`src/rtl/mem_arb_pkg.sv`:
```
// mem_arb_pkg: shared types for the line-memory arbiter.
//   line_t / line_addr_t : memory line data and line address
//   arb_state_t          : IDLE (sample and grant), BUSY (memory handshake),
//                          RESP (one-cycle ack to the winner)
//   req_id_t             : requester identity, also the round-robin pointer value
//   sat_inc32            : saturating increment used by the optional statistics
package mem_arb_pkg;

  localparam int MEM_LINE_W      = 128;
  localparam int MEM_LINE_ADDR_W = 10;

  typedef logic [MEM_LINE_W-1:0]      line_t;
  typedef logic [MEM_LINE_ADDR_W-1:0] line_addr_t;

  typedef enum logic [1:0] {
    IDLE = 2'd0,
    BUSY = 2'd1,
    RESP = 2'd2
  } arb_state_t;

  typedef enum logic {
    REQ_IC = 1'b0,
    REQ_DC = 1'b1
  } req_id_t;

  // Counters stick at all-ones instead of wrapping.
  function automatic logic [31:0] sat_inc32(input logic [31:0] value);
    return (&value) ? value : value + 32'd1;
  endfunction

endpackage

```
`src/rtl/mem_arb_rr_pick.sv`:
```
// mem_arb_rr_pick: combinational two-way round-robin picker.
//   req[0]      in  I-cache request
//   req[1]      in  D-cache request
//   rr_ptr      in  side that wins when both request
//   grant_valid out at least one request present
//   grant_id    out winning side (only meaningful with grant_valid)
module mem_arb_rr_pick
  import mem_arb_pkg::*;
(
  input  logic    [1:0] req,
  input  req_id_t       rr_ptr,
  output logic          grant_valid,
  output req_id_t       grant_id
);

  always_comb begin
    grant_valid = |req;
    grant_id    = REQ_IC;
    if (req == 2'b11) begin
      grant_id = rr_ptr;
    end else if (req[1]) begin
      grant_id = REQ_DC;
    end
  end

endmodule

```
`src/rtl/mem_line_arbiter.sv`:
```
// mem_line_arbiter: shares one line-wide main memory between the I-cache
// refill port and the D-cache refill/writeback port, one transaction at a time
// with round-robin priority.
//   clock, reset (async, active low)
//   ic_req/ic_addr -> ic_ack/ic_rdata       : I-cache read port
//   dc_req/dc_we/dc_addr/dc_wdata -> dc_ack/dc_rdata : D-cache read/write port
//   mem_req/mem_we/mem_addr/mem_wdata <- mem_ready/mem_rdata : memory handshake
// Optional build macro MEM_ARB_STATS_EN adds the saturating 32-bit outputs
// ic_grants, dc_grants and wait_cycles.
module mem_line_arbiter
  import mem_arb_pkg::*;
#(
  parameter int LINE_W      = MEM_LINE_W,
  parameter int LINE_ADDR_W = MEM_LINE_ADDR_W
) (
  input  logic                   clock,
  input  logic                   reset,
  input  logic                   ic_req,
  input  logic [LINE_ADDR_W-1:0] ic_addr,
  output logic                   ic_ack,
  output logic [LINE_W-1:0]      ic_rdata,
  input  logic                   dc_req,
  input  logic                   dc_we,
  input  logic [LINE_ADDR_W-1:0] dc_addr,
  input  logic [LINE_W-1:0]      dc_wdata,
  output logic                   dc_ack,
  output logic [LINE_W-1:0]      dc_rdata,
  output logic                   mem_req,
  output logic                   mem_we,
  output logic [LINE_ADDR_W-1:0] mem_addr,
  output logic [LINE_W-1:0]      mem_wdata,
  input  logic                   mem_ready,
  input  logic [LINE_W-1:0]      mem_rdata
`ifdef MEM_ARB_STATS_EN
  ,
  output logic [31:0]            ic_grants,
  output logic [31:0]            dc_grants,
  output logic [31:0]            wait_cycles
`endif
);

  arb_state_t             state_reg, state_next;
  req_id_t                rr_ptr_reg;
  req_id_t                win_id_reg;
  logic                   we_reg;
  logic [LINE_ADDR_W-1:0] addr_reg;
  logic [LINE_W-1:0]      wdata_reg;
  logic [LINE_W-1:0]      rdata_reg;

  logic [1:0]             req_vec;
  logic                   grant_valid;
  req_id_t                grant_id;

  assign req_vec = {dc_req, ic_req};

  mem_arb_rr_pick u_pick (
    .req         (req_vec),
    .rr_ptr      (rr_ptr_reg),
    .grant_valid (grant_valid),
    .grant_id    (grant_id)
  );

  // State register
  always_ff @(posedge clock or negedge reset) begin
    if (!reset) begin
      state_reg <= IDLE;
    end else begin
      state_reg <= state_next;
    end
  end

  // Next-state logic; requests are only looked at in IDLE
  always_comb begin
    state_next = state_reg;
    case (state_reg)
      IDLE:    if (grant_valid) state_next = BUSY;
      BUSY:    if (mem_ready)   state_next = RESP;
      RESP:    state_next = IDLE;
      default: state_next = IDLE;
    endcase
  end

  // Request latch, read-data capture and round-robin pointer
  always_ff @(posedge clock or negedge reset) begin
    if (!reset) begin
      rr_ptr_reg <= REQ_IC;
      win_id_reg <= REQ_IC;
      we_reg     <= 1'b0;
      addr_reg   <= '0;
      wdata_reg  <= '0;
      rdata_reg  <= '0;
    end else begin
      if (state_reg == IDLE && grant_valid) begin
        win_id_reg <= grant_id;
        if (grant_id == REQ_DC) begin
          we_reg    <= dc_we;
          addr_reg  <= dc_addr;
          wdata_reg <= dc_we ? dc_wdata : '0;
        end else begin
          // I-cache traffic is read-only
          we_reg    <= 1'b0;
          addr_reg  <= ic_addr;
          wdata_reg <= '0;
        end
      end
      if (state_reg == BUSY && mem_ready) begin
        rdata_reg <= mem_rdata;
      end
      if (state_reg == RESP) begin
        rr_ptr_reg <= (win_id_reg == REQ_IC) ? REQ_DC : REQ_IC;
      end
    end
  end

  // Outputs decode straight from the state register, so an asynchronous
  // reset drops mem_req immediately.
  always_comb begin
    mem_req   = 1'b0;
    mem_we    = 1'b0;
    mem_addr  = '0;
    mem_wdata = '0;
    ic_ack    = 1'b0;
    dc_ack    = 1'b0;
    case (state_reg)
      BUSY: begin
        mem_req   = 1'b1;
        mem_we    = we_reg;
        mem_addr  = addr_reg;
        mem_wdata = wdata_reg;
      end
      RESP: begin
        ic_ack = (win_id_reg == REQ_IC);
        dc_ack = (win_id_reg == REQ_DC);
      end
      default: ;
    endcase
  end

  // Both ports see the captured line; the ack is what qualifies it.
  assign ic_rdata = rdata_reg;
  assign dc_rdata = rdata_reg;

`ifdef MEM_ARB_STATS_EN
  logic [31:0] ic_grants_reg, dc_grants_reg, wait_cycles_reg;
  logic [1:0]  waiting;

  // A requester waits whenever its req is high and it is not the side
  // currently owning a BUSY/RESP transaction (IDLE serves nobody yet).
  for (genvar gi = 0; gi < 2; gi++) begin : g_wait
    assign waiting[gi] = req_vec[gi] &&
                         !((state_reg != IDLE) && (win_id_reg == req_id_t'(gi)));
  end

  always_ff @(posedge clock or negedge reset) begin
    if (!reset) begin
      ic_grants_reg   <= '0;
      dc_grants_reg   <= '0;
      wait_cycles_reg <= '0;
    end else begin
      if (state_reg == RESP && win_id_reg == REQ_IC) ic_grants_reg <= sat_inc32(ic_grants_reg);
      if (state_reg == RESP && win_id_reg == REQ_DC) dc_grants_reg <= sat_inc32(dc_grants_reg);
      if (|waiting) wait_cycles_reg <= sat_inc32(wait_cycles_reg);
    end
  end

  assign ic_grants   = ic_grants_reg;
  assign dc_grants   = dc_grants_reg;
  assign wait_cycles = wait_cycles_reg;
`endif

endmodule

```
`config.mk`:
```
export PLATFORM = sky130hd
export DESIGN_NAME = mem_line_arbiter
export DESIGN_NICKNAME = d
export VERILOG_FILES = /design/src/rtl/mem_arb_pkg.sv /design/src/rtl/mem_arb_rr_pick.sv /design/src/rtl/mem_line_arbiter.sv
export SDC_FILE = /design/constraint.sdc
export NUM_CORES = 1
export LEC_CHECK = 0
export CAP_MARGIN = 20
export CORE_AREA = 10 10 259 261
export DETAILED_ROUTE_END_ITERATION = 8
export DIE_AREA = 0 0 269 271
export SLEW_MARGIN = 10
export SYNTH_ARGS = -nofsm -noshare
export SYNTH_HDL_FRONTEND = slang
export SYNTH_HIERARCHICAL = 1
export SYNTH_SLANG_ARGS = --single-unit
```
`constraint.sdc`:
```
create_clock -name clock -period 1.8 [get_ports clock]
set_input_delay 0.27 -clock clock [delete_from_list [all_inputs] [get_ports clock]]
set_output_delay 0.27 -clock clock [all_outputs]
set_load 0.02 [all_outputs]
```
==> results of run 1 <==
[power by group]
group	internal [W]	switching, W	total [W]	leakage (nW)
clock network	0.00384	0.00255	0.00639	0.505
registers	0.00852	0.00185	0.0104	3.43
logic	0.00908	0.00982	0.0189	6.72
[path summary, 6_finish.rpt]
kind                       slack (ns)  depth (start not counted)                          to                      from
min reg2reg                      0.48                          1      rr_ptr_reg$_DFFE_PN0N_    rr_ptr_reg$_DFFE_PN0N_
max in group asynchronous        0.90                          4   wdata_reg[33]$_DFFE_PN0P_                     reset
min in group clock               0.31                          3    state_reg[0]$_DFFE_PN0P_                 mem_ready
min                              0.15                          2  wdata_reg[125]$_DFFE_PN0P_                     reset
max reg2reg                      0.13                          4   wdata_reg[11]$_DFFE_PN0P_  state_reg[0]$_DFFE_PN0P_
max                             -0.45                          7               mem_wdata[50]  state_reg[1]$_DFFE_PN0P_
[layer usage]
metal | track usage (%) | wire length [microns] | up-vias
met2 | 23.88 | 26400 | 366
met5 | 0 | 26 | -
met3 | 4.672 | 4586 | 52
li1 | - | - | 4609
met1 | 15.67 | 20840 | 5037
met4 | 3.208 | 1130 | 4
[worst reg2reg max path, stage by stage, from the launching register on]
cell                      delay [ns]
sky130_fd_sc_hd__dfrtp_1        0.39
sky130_fd_sc_hd__buf_6          0.14
sky130_fd_sc_hd__nor3b_4        0.25
sky130_fd_sc_hd__buf_4          0.38
sky130_fd_sc_hd__mux2_2         0.40
[synthesized netlist by cell type]
cell type | number | share of area (%)
sky130_fd_sc_hd__or2_1 | 1 | 0.048
sky130_fd_sc_hd__and2_1 | 139 | 6.7
sky130_fd_sc_hd__mux2i_1 | 1 | 0.077
sky130_fd_sc_hd__nand2_1 | 1 | 0.029
sky130_fd_sc_hd__nand2b_1 | 1 | 0.048
sky130_fd_sc_hd__buf_2 | 20 | 0.77
sky130_fd_sc_hd__a21boi_1 | 1 | 0.058
sky130_fd_sc_hd__nor3b_2 | 1 | 0.096
sky130_fd_sc_hd__nand3b_1 | 1 | 0.058
sky130_fd_sc_hd__nor2_1 | 1 | 0.029
sky130_fd_sc_hd__buf_4 | 138 | 8.0
sky130_fd_sc_hd__clkbuf_1 | 43 | 1.2
sky130_fd_sc_hd__nor3b_1 | 1 | 0.058
sky130_fd_sc_hd__and3_1 | 128 | 6.2
sky130_fd_sc_hd__mux2_1 | 90 | 7.8
sky130_fd_sc_hd__and2b_1 | 1 | 0.058
sky130_fd_sc_hd__a21o_1 | 2 | 0.12
sky130_fd_sc_hd__inv_1 | 5 | 0.14
sky130_fd_sc_hd__dfrtp_1 | 271 | 52
sky130_fd_sc_hd__mux2_2 | 187 | 16
[cell families after synthesis]
logic type	count (synthesis)
AO/OA/AOI/OAI	3
buffers and inverters	206
AND/OR/NAND/NOR	275
multiplexers	278
flip-flops	271
[repair_timing]
item	in CTS	in global routing
pin swaps	15	43
endpoints found under the setup margin	398	142
gates cloned	6	4
gates resized for setup	982	105
endpoints found under the hold margin	136	0
hold buffers	1	0
setup buffers	18	5
[cells in the final DEF (no fill, tap or decap)]
cell / instances
sky130_fd_sc_hd__clkdlybuf4s15_2: 12
sky130_fd_sc_hd__buf_6: 110
sky130_fd_sc_hd__clkbuf_1: 9
sky130_fd_sc_hd__and2_1: 59
sky130_fd_sc_hd__buf_4: 64
sky130_fd_sc_hd__or2_1: 1
sky130_fd_sc_hd__dlygate4sd3_1: 1
sky130_fd_sc_hd__bufinv_16: 2
sky130_fd_sc_hd__clkinvlp_4: 1
sky130_fd_sc_hd__mux2_1: 90
sky130_fd_sc_hd__clkbuf_8: 10
sky130_fd_sc_hd__inv_1: 5
sky130_fd_sc_hd__nand3b_1: 1
sky130_fd_sc_hd__nand2_1: 1
sky130_fd_sc_hd__buf_12: 35
sky130_fd_sc_hd__a21boi_4: 1
sky130_fd_sc_hd__clkdlybuf4s50_1: 279
sky130_fd_sc_hd__clkbuf_16: 33
sky130_fd_sc_hd__buf_2: 3
sky130_fd_sc_hd__nor3b_4: 2
sky130_fd_sc_hd__nand2b_4: 1
sky130_fd_sc_hd__dlygate4sd2_1: 257
sky130_fd_sc_hd__buf_8: 7
sky130_fd_sc_hd__mux2i_1: 1
sky130_fd_sc_hd__nor2_4: 1
sky130_fd_sc_hd__and2b_4: 1
sky130_fd_sc_hd__and3_1: 128
sky130_fd_sc_hd__dfrtp_1: 271
sky130_fd_sc_hd__a21o_1: 2
sky130_fd_sc_hd__buf_16: 6
sky130_fd_sc_hd__clkinv_2: 3
sky130_fd_sc_hd__mux2_2: 187
sky130_fd_sc_hd__and2_4: 80
[metrics by stage]
stage               total power (W)  setup slack, ns  setup TNS, ns  utilization, %
global placement            0.02951          -0.3032         -50.39           33.05
global route                0.03755          -0.5404         -61.48           35.63
detailed placement          0.02971          -0.3083         -51.87           33.05
finish                      0.03566          -0.4516         -49.56           35.63
CTS                         0.03560          -0.5280         -58.86           35.07
floorplan                   0.02097          0.09807              0               -
[layout make-up]
type                       count  area, sq um  area share (%)
timing repair buffer         776         7944           36.20
sequential                   271         6782           30.90
multi-input combinational    556         5124           23.35
tap                          837         1047           4.772
clock buffer                  50        947.2           4.316
clock inverter                 6        82.58          0.3763
inverter                       5        18.77         0.08552
==> impl_summary.txt, run 1 <==
----------------------------------------------------
[Detailed routing]
  Via/cell ratio ... 4.026
  Detailed Route WL ... 52,990 microns
  Iteration-0 DRC Markers ... 309
  Routed Antenna Nets ... 0
  Number of search-and-repair iterations in the first detailed-routing pass ... 4
  Via count of the routed design ... 10,070
  WL per Instance ... 21.19 microns
  DRC violations left ... 0

[Floorplan]
  Core Rows ... 91
  Placeable Area ... 0.06160 sq mm
  Width of the chip ... 269 microns
  Number of top-level pins ... 680
  Die height ... 271 microns
  Initial core utilization ... 21.06%
  Die area ... 0.07290 sq mm

[Status]
  Outcome ... finished with violations
  Violations in the final reports ... setup timing

[Pwr]
  Worst vdd rail ir drop ... 0.0008589 V
  Reported leakage power ... 10.66 nW
  Areal power density over the cells ... 1625 mW/mm^2

[Worst setup path]
  Critical setup path kind ... reg -> out
  Arrival time reported for the critical path endpoint ... 1.98 ns
  Crit path capture type ... output port
  Crit path buffers/inverters ... 5
  Family with the most delay on the worst path ... buffers and inverters
  Cell with the most instances on the worst path ... sky130_fd_sc_hd__buf_12
  Slowest-stage cell, CP ... sky130_fd_sc_hd__dfrtp_1
  Worst EP required ... 1.53 ns
  Maximum fanout along the worst path ... 8
  Worst setup SP type ... flop
  Chain of cells forming the critical path ... and2b_4 -> buf_12 -> buf_12 -> buf_16 -> buf_12 -> and2_4 -> buf_6
  Crit path largest cell delay ... 0.37 ns

[Logic synthesis]
  Share of the synthesized netlist area taken by xor and xnor gates ... 0%
  Synthesized area divided by synthesized cell count ... 12.56 sq um
  Main combinational cell family by area after synthesis ... multiplexers
  Synthesized instance count ... 1,033
  Synthesized-area fraction occupied by and/or/nand/nor cells ... 13.30%
  Post-Synthesis Cell Area ... 0.01297 sq mm
  Share of the yosys chip area belonging to registers ... 52.27%
  Yosys warns ... 6
  Distinct cell type count after synthesis ... 20
  Compound-Gate Fraction of Synth Area ... 0.1736%
  Synth Area in Adders ... 0%
  Synthesized flop and latch total ... 271
  Net count after synthesis ... 1,315
  Post-synthesis mux area share ... 24.12%

[Global routing]
  Global-route wire length before repair ... 76,000 microns
  Residual overflow from global routing ... 0
  Pin count of the biggest net entering global routing ... 57
  Via count of the first global-routing pass ... 11,290
  Global-route total usage across every layer ... 13.65%
  Initial antenna violation count ... 3

[Place]
  Placed instance count ... 2,413
  Detailed-placement wirelength estimate ... 40,890 microns
  Placed Area ... 0.02036 sq mm
  Number of input and output port buffers inserted ... 679
  Final RePlAce weighted congestion ... 0.7962

[Cells and area]
  Final nets ... 1,923
  Diodes inserted ... 0
  Final Cell Area ... 0.02194 sq mm
  Area overhead of the layout relative to synthesis ... 69.13%
  Number of standard cells in the layout, taps in and fillers out ... 2,501
  Fraction of layout cells with a size suffix above 1 ... 33.59%
  Fill cell instance count of the final layout ... 6,153

[CTS]
  CTS Sinks ... 271
  Insertion delay to the later sink of the worst-skew pair ... 0.57 ns
  Num CTS Buffers ... 31
  Clock transition time at the flip-flop clock pins of the worst setup and hold paths ... 0.06 ns
  CTS tree ... yes
  Number of H-tree levels ... 1
  Root buffer cell ... sky130_fd_sc_hd__clkbuf_16
  Clock tree buffer depth ... 3

[STA]
  Final worst slack ... -0.4516 ns
  Hold slack final ... 0.1485 ns
  Final worst path period share ... 125.1%
  Total count of hold-check failures in the final report ... 0
  Final critical delay including setup and external delays ... 2.252 ns
  Max-slew violations ... 0
  Final clock skew ... 0.005897 ns
  Slew at the pin closest to its max-slew limit ... 0.3948 ns
  Count of endpoints failing setup in the final report ... 140
  Max Freq ... 444.1 MHz
  Slew HR ... 73.78%
  Unrepaired setup endpoints after global routing ... yes

[Job]
  Number of max-cap violations ... 0

[Worst hold path]
  Hold crit path type ... in -> async

----------------------------------------------------
No activity file was read; power rests on OpenSTA's default activity.
==> inputs of run 2 (changes only) <==
CORE_AREA = 10 10 254 256   (was 10 10 259 261)
DIE_AREA = 0 0 264 266   (was 0 0 269 271)
MAX_ROUTING_LAYER = met4   (was not set)
clock period = 2.11 ns   (was 1.8 ns; I/O delays follow)
==> run 2 against run 1 <==
Net effect: the run still ends with setup timing left; clock power shrank 12%; critical path depth shrank 2; register-to-register slack gained 0.28 ns; wire length shrank 0.87%; final area shrank 4.5%; die area shrank 3.7%; largest cell class unchanged.
==> impl_summary.txt, run 2 (synthesis results as in run 1) <==
----------------------------------------------------
[Detailed routing]
  DRC violations left ... 0 (unchanged)
  Detailed Route WL ... 52,520 microns (was 52,990 microns)
  Number of search-and-repair iterations in the first detailed-routing pass ... 4 (unchanged)
  WL per Instance ... 21.69 microns (was 21.19 microns)
  Via/cell ratio ... 4.100 (was 4.026)
  Via count of the routed design ... 9,930 (was 10,070)
  Iteration-0 DRC Markers ... 354 (was 309)
  Routed Antenna Nets ... 0 (unchanged)

[Status]
  Violations in the final reports ... setup timing (unchanged)
  Outcome ... finished with violations (unchanged)

[Worst setup path]
  Arrival time reported for the critical path endpoint ... 1.96 ns (was 1.98 ns)
  Maximum fanout along the worst path ... 19 (was 8)
  R2r endpoint ... wdata_reg[66]$_DFFE_PN0P_ (was wdata_reg[11]$_DFFE_PN0P_)
  Crit Reg-Reg Startpoint ... state_reg[0]$_DFFE_PN0P_ (unchanged)
  Startpoint of the worst setup timing path ... state_reg[1]$_DFFE_PN0P_ (unchanged)
  Minimum setup slack among reg-to-reg paths ... 0.41 ns (was 0.13 ns)
  Critical setup path kind ... reg -> out (unchanged)
  Crit path largest cell delay ... 0.37 ns (about the same)
  R2R depth ... 5 (was 4)
  Destination of the critical timing path ... mem_wdata[92] (was mem_wdata[50])
  Slowest-stage cell, CP ... sky130_fd_sc_hd__dfrtp_1 (unchanged)
  Worst setup SP type ... flop (unchanged)
  Crit path capture type ... output port (unchanged)
  Chain of cells forming the critical path ... and2b_4 -> buf_4 -> clkbuf_16 -> and2_1 -> clkbuf_2 (was and2b_4 -> buf_12 -> buf_12 -> buf_16 -> buf_12 -> and2_4 -> buf_6)
  Worst EP required ... 1.79 ns (was 1.53 ns)

[Place]
  Placed Area ... 0.02005 sq mm (was 0.02036 sq mm)
  Final RePlAce weighted congestion ... 0.8238 (was 0.7962)
  Placed instance count ... 2,345 (was 2,413)
  Number of input and output port buffers inserted ... 679 (unchanged)
  Detailed-placement wirelength estimate ... 40,220 microns (was 40,890 microns)

[CTS]
  Root buffer cell ... sky130_fd_sc_hd__clkbuf_16 (unchanged)
  Number of H-tree levels ... 1 (unchanged)
  CTS Sinks ... 271 (unchanged)
  Num CTS Buffers ... 31 (unchanged)
  Clock transition time at the flip-flop clock pins of the worst setup and hold paths ... 0.06 ns (about the same)
  Insertion delay to the later sink of the worst-skew pair ... 0.58 ns (was 0.57 ns)
  CTS tree ... yes (unchanged)
  Clock tree buffer depth ... 3 (unchanged)

[Floorplan]
  Die area ... 0.07022 sq mm (was 0.07290 sq mm)
  Width of the chip ... 264 microns (was 269 microns)
  Core Rows ... 90 (was 91)
  Placeable Area ... 0.05968 sq mm (was 0.06160 sq mm)
  Die height ... 266 microns (was 271 microns)
  Initial core utilization ... 21.74% (was 21.06%)
  Number of top-level pins ... 680 (unchanged)

[STA]
  Slew HR ... 68.52% (was 73.78%)
  Max-slew violations ... 0 (unchanged)
  Count of endpoints failing setup in the final report ... 116 (was 140)
  Total count of hold-check failures in the final report ... 0 (unchanged)
  Final critical delay including setup and external delays ... 2.275 ns
  Hold slack final ... 0.1834 ns (was 0.1485 ns)
  Unrepaired setup endpoints after global routing ... yes (unchanged)
  Slew at the pin closest to its max-slew limit ... 0.4722 ns (was 0.3948 ns)
  Max Freq ... 439.5 MHz
  Final worst path period share ... 107.8%
  Final worst slack ... -0.1655 ns (was -0.4516 ns)
  Final clock skew ... 0.01231 ns (was 0.005897 ns)

[Cells and area]
  Number of standard cells in the layout, taps in and fillers out ... 2,422 (was 2,501)
  Final Cell Area ... 0.02096 sq mm (was 0.02194 sq mm)
  Final nets ... 1,892 (was 1,923)
  Area overhead of the layout relative to synthesis ... 61.53% (was 69.13%)
  Most frequent cells in the layout ... sky130_fd_sc_hd__clkdlybuf4s50_1, sky130_fd_sc_hd__dfrtp_1, sky130_fd_sc_hd__mux2_2 (was sky130_fd_sc_hd__clkdlybuf4s50_1, sky130_fd_sc_hd__dfrtp_1, sky130_fd_sc_hd__dlygate4sd2_1)
  Most common cell after layout, fill and taps aside ... sky130_fd_sc_hd__clkdlybuf4s50_1 (unchanged)
  Fraction of layout cells with a size suffix above 1 ... 28.56% (was 33.59%)
  Fill cell instance count of the final layout ... 5,896 (was 6,153)

[Global routing]
  Via count of the first global-routing pass ... 11,110 (was 11,290)
  Initial antenna violation count ... 5 (was 3)
  Pin count of the biggest net entering global routing ... 77 (was 57)
  Global-route wire length before repair ... 75,620 microns (was 76,000 microns)
  Residual overflow from global routing ... 0 (unchanged)
  Global-route total usage across every layer ... 14.28% (was 13.65%)

[Worst hold path]
  Hold crit path type ... in -> async (unchanged)

[Pwr]
  Areal power density over the cells ... 1477 mW/mm^2 (was 1625 mW/mm^2)
  Reported leakage power ... 9.891 nW (was 10.66 nW)
  Worst vdd rail ir drop ... 0.001275 V (was 0.0008589 V)

[Job]
  Number of max-cap violations ... 0 (unchanged)

----------------------------------------------------
-- run 2: changes by cell type in the layout (fill, tap and decap cells not counted), sizes merged, moves of 12 or more --
cell and delta:
dlygate4sd2 -257, buf -85, clkdlybuf4s15 -12, clkbuf +61
clkdlybuf4s50 +252
-- run 2: repair_timing --
| action | 4_1_cts | 5_1_grt |
|---|---|---|
| hold buffers | 1 | 0 |
| gates resized for setup | 198 | 334 |
| setup buffers | 0 | 7 |
| pin swaps | 0 | 10 |
| gates cloned | 0 | 6 |
| endpoints found under the setup margin | 145 | 147 |
| hold endpoints to repair | 242 | 0 |
-- run 2: where the power goes --
part           total, W  switching [W]  internal [W]
combinational    0.0163        0.00802       0.00827
sequential      0.00903        0.00177       0.00726
clock           0.00565        0.00225       0.00340
total            0.0310         0.0120        0.0189
-- run 2: cell type report --
cell class	instances	area, sq um	area share [%]
timing repair buffer	745	7158	34.15
sequential	271	6782	32.36
inverter	5	18.77	0.08955
clock inverter	13	146.4	0.6985
antenna	5	12.51	0.05970
multi-input combinational	556	4935	23.54
tap	782	978.4	4.668
clock buffer	45	928.4	4.430
-- run 2: worst min-delay path by stage --
stage	slack, ns	to	cells past startpoint	startpoint
6_report	0.18	wdata_reg[116]$_DFFE_PN0P_	2	reset
5_1_grt	0.17	wdata_reg[123]$_DFFE_PN0P_	2	reset
4_1_cts	0.17	wdata_reg[116]$_DFFE_PN0P_	2	reset
3_5_place_dp	0.20	wdata_reg[123]$_DFFE_PN0P_	1	reset
3_3_place_gp	0.20	wdata_reg[123]$_DFFE_PN0P_	1	reset
2_1_floorplan	0.02	addr_reg[0]$_DFFE_PN0P_	0	reset
-- run 2: through the flow --
stage                     power [W]  setup WS (ns)   TNS, ns  util (%)
final                       0.03097        -0.1655    -9.322     35.12
after global routing        0.03251        -0.2679    -21.91     35.10
after CTS                   0.03102        -0.5813    -56.12     35.27
after detailed placement    0.02522      -0.009207  -0.01023     33.59
after global placement      0.02505        0.02245         0     33.59
after floorplan             0.01789         0.4081         0         -
-- run 2: layer usage --
layer	routed length [microns]	share of wire (%)	GRT usage, %	vias up
met5	0	0	-	-
met4	1301	2.5	3.429	0
met3	3358	6.4	3.717	62
met2	25770	49	23.56	376
met1	22100	42	17.19	4949
li1	-	-	-	4543
-- run 2: critical path, delay by kind of cell (launching register included) --
kind | cells | cell delay, ns
and+or+nand+nor | 2 | 0.47
DFF | 1 | 0.37
buffers and inverters | 3 | 0.52
==> inputs of run 3 (changes only) <==
SKIP_CTS_REPAIR_TIMING = 1   (was not set)
SLEW_MARGIN = not set   (was 10)
==> run 3 against run 2 <==
Net effect: the run still ends with setup timing left; hold slack improved by 0.00079 ns; non-clock buffer count is 15 higher; register-to-register slack about the same; final cell count up 0.58%; maximum frequency is 5.9% lower; total power up 1.8%; sequential share of layout area decreased by 0.53 points; global-route usage about the same; wire length increased by 0.63%; clock power barely moved; core utilization is 0.59 points higher; combinational power rose by 3%; critical endpoint is now mem_wdata[79]; highest routed layer unchanged.
==> impl_summary.txt, run 3 (synthesis results as in run 1) <==
----------------------------------------------------
[Cells and area]
  Final nets ... 1,907 (was 1,892)
  Area overhead of the layout relative to synthesis ... 64.23% (was 61.53%)
  Register Area ... 0.006782 sq mm (unchanged)
  Final Cell Area ... 0.02131 sq mm (was 0.02096 sq mm)
  Multi-input gate area in the final layout ... 0.004980 sq mm (was 0.004935 sq mm)
  Most frequent cells in the layout ... sky130_fd_sc_hd__clkdlybuf4s50_1, sky130_fd_sc_hd__dfrtp_1, sky130_fd_sc_hd__mux2_2 (unchanged)
  Most common cell after layout, fill and taps aside ... sky130_fd_sc_hd__clkdlybuf4s50_1 (unchanged)
  Fill cell instance count of the final layout ... 5,870 (was 5,896)
  Fraction of layout cells with a size suffix above 1 ... 30.18% (was 28.56%)

[STA]
  Final clock skew ... 0.006655 ns (was 0.01231 ns)
  Count of endpoints failing setup in the final report ... 96 (was 116)
  Final worst path period share ... 114.6% (was 107.8%)
  Max-slew violations ... 0 (unchanged)
  Slew HR ... 68.57% (was 68.52%)
  Total count of hold-check failures in the final report ... 0 (unchanged)
  Final critical delay including setup and external delays ... 2.417 ns (was 2.275 ns)
  Hold slack final ... 0.1842 ns (was 0.1834 ns)
  Slew at the pin closest to its max-slew limit ... 0.4714 ns (was 0.4722 ns)
  Max Freq ... 413.7 MHz (was 439.5 MHz)
  Unrepaired setup endpoints after global routing ... yes (unchanged)
  Final worst slack ... -0.3074 ns (was -0.1655 ns)

[CTS]
  CTS Sinks ... 271 (unchanged)
  Root buffer cell ... sky130_fd_sc_hd__clkbuf_16 (unchanged)
  Number of H-tree levels ... 1 (unchanged)
  Clock tree buffer depth ... 3 (unchanged)
  Num CTS Buffers ... 31 (unchanged)
  CTS tree ... yes (unchanged)
  Clock transition time at the flip-flop clock pins of the worst setup and hold paths ... 0.06 ns (about the same)
  Insertion delay to the later sink of the worst-skew pair ... 0.58 ns (about the same)

[Detailed routing]
  Via/cell ratio ... 4.105 (was 4.100)
  Iteration-0 DRC Markers ... 374 (was 354)
  Number of search-and-repair iterations in the first detailed-routing pass ... 6 (was 4)
  Routed Antenna Nets ... 0 (unchanged)
  Via count of the routed design ... 9,999 (was 9,930)
  Detailed Route WL ... 52,860 microns (was 52,520 microns)
  WL per Instance ... 21.70 microns (was 21.69 microns)
  DRC violations left ... 0 (unchanged)

[Worst hold path]
  Hold crit path type ... in -> async (unchanged)

[Global routing]
  Global-route total usage across every layer ... 14.24% (was 14.28%)
  Initial antenna violation count ... 4 (was 5)
  Global-route wire length before repair ... 75,480 microns (was 75,620 microns)
  Via count of the first global-routing pass ... 11,110 (about the same)
  Pin count of the biggest net entering global routing ... 77 (unchanged)
  Met1 layer usage reported by global route ... 17.06% (was 17.19%)
  Residual overflow from global routing ... 0 (unchanged)
  Met2 track demand over resource in global routing ... 23.58% (was 23.56%)
  Met3 capacity usage during global routing ... 3.754% (was 3.717%)
  Global route hottest layer ... met2 (unchanged)

[Pwr]
  Fraction of power consumed by the clock network ... 17.9% (was 18.2%)
  Areal power density over the cells ... 1480 mW/mm^2 (was 1477 mW/mm^2)
  Cell Int Power ... 0.01934 W (was 0.01893 W)
  Fraction of power spent switching nets ... 38.65% (was 38.86%)
  Reported leakage power ... 10.07 nW (was 9.891 nW)
  Combinational share of power ... 53.4% (was 52.6%)
  Switching power ... 0.01218 W (was 0.01203 W)
  Sequential share of power ... 28.7% (was 29.2%)
  Worst vdd rail ir drop ... 0.001276 V (was 0.001275 V)

[Place]
  Placed Area ... 0.02005 sq mm (unchanged)
  Final RePlAce weighted congestion ... 0.8238 (unchanged)
  Number of input and output port buffers inserted ... 679 (unchanged)
  Worst slack, placed ... -0.009207 ns (unchanged)
  Detailed-placement wirelength estimate ... 40,220 microns (unchanged)

[Worst setup path]
  Crit path capture type ... output port (unchanged)
  Maximum fanout along the worst path ... 7 (was 19)
  Worst setup SP type ... flop (unchanged)
  Worst EP required ... 1.79 ns (about the same)
  Critical setup path kind ... reg -> out (unchanged)
  Crit Reg-Reg Startpoint ... state_reg[0]$_DFFE_PN0P_ (unchanged)
  Startpoint of the worst setup timing path ... state_reg[1]$_DFFE_PN0P_ (unchanged)
  R2R depth ... 4 (was 5)
  Arrival time reported for the critical path endpoint ... 2.10 ns (was 1.96 ns)

[Floorplan]
  Placeable Area ... 0.05968 sq mm (unchanged)
  Initial core utilization ... 21.74% (unchanged)
  Die height ... 266 microns (unchanged)
  Die area ... 0.07022 sq mm (unchanged)
  Width of the chip ... 264 microns (unchanged)
  Core Rows ... 90 (unchanged)
  Number of top-level pins ... 680 (unchanged)

[Status]
  Outcome ... finished with violations (unchanged)
  Violations in the final reports ... setup timing (unchanged)

[Job]
  Number of max-cap violations ... 0 (unchanged)

----------------------------------------------------
## run 3: routing by layer
| layer | vias up | part of all wire (%) |
|---|---|---|
| li1 | 4575 | - |
| met1 | 4973 | 42 |
| met2 | 384 | 49 |
| met3 | 67 | 6.2 |
| met4 | 0 | 2.7 |
| met5 | - | 0 |
## run 3: final timing paths
| check | slack [ns] | endpoint |
|---|---|---|
| setup / recovery | -0.31 | mem_wdata[79] |
| hold / removal | 0.18 | wdata_reg[116]$_DFFE_PN0P_ |
| setup reg to reg | 0.41 | wdata_reg[17]$_DFFE_PN0P_ |
| hold reg to reg | 0.48 | wdata_reg[79]$_DFFE_PN0P_ |
| max in group asynchronous | 1.21 | wdata_reg[63]$_DFFE_PN0P_ |
| min in group clock | 0.24 | we_reg$_DFFE_PN0P_ |
## run 3: per-stage QoR
| stage | total power, W | util, % | cells | TNS (ns) |
|---|---|---|---|---|
| final | 0.03153 | 35.70 | 2436 | -9.561 |
| after global routing | 0.03306 | 35.69 | 2433 | -21.28 |
| after CTS | 0.03108 | 35.39 | 2403 | -77.35 |
| after detailed placement | 0.02522 | 33.59 | 2345 | -0.01023 |
| after global placement | 0.02505 | 33.59 | 2345 | 0 |
| after floorplan | 0.01789 | - | 1033 | 0 |
## run 3: power by group through the flow
stage / registers, W / logic, W / clock network (W)
2_1_floorplan: 0.00994 / 0.00795 / 0
3_3_place_gp: 0.00906 / 0.0160 / 0
3_5_place_dp: 0.00912 / 0.0161 / 0
4_1_cts: 0.00906 / 0.0162 / 0.00584
5_1_grt: 0.00931 / 0.0177 / 0.00606
6_report: 0.00904 / 0.0168 / 0.00566
## run 3: cell type report
cell class / instances / share of cell area, %
repair buffers: 760 / 35.04
flip-flops and latches: 271 / 31.82
multi-input cells: 556 / 23.37
well taps: 782 / 4.592
clock buffers: 45 / 4.357
clock inverters: 13 / 0.6870
inverters: 5 / 0.08807
diodes: 4 / 0.04697
## run 3: critical path, stage by stage (launching register included)
cell and delay, ns:
sky130_fd_sc_hd__dfrtp_1 0.37, sky130_fd_sc_hd__and2b_4 0.26, sky130_fd_sc_hd__buf_6 0.12, sky130_fd_sc_hd__buf_12 0.13, sky130_fd_sc_hd__buf_6 0.10, sky130_fd_sc_hd__buf_6 0.09
sky130_fd_sc_hd__buf_4 0.09, sky130_fd_sc_hd__and2_1 0.15, sky130_fd_sc_hd__buf_2 0.19
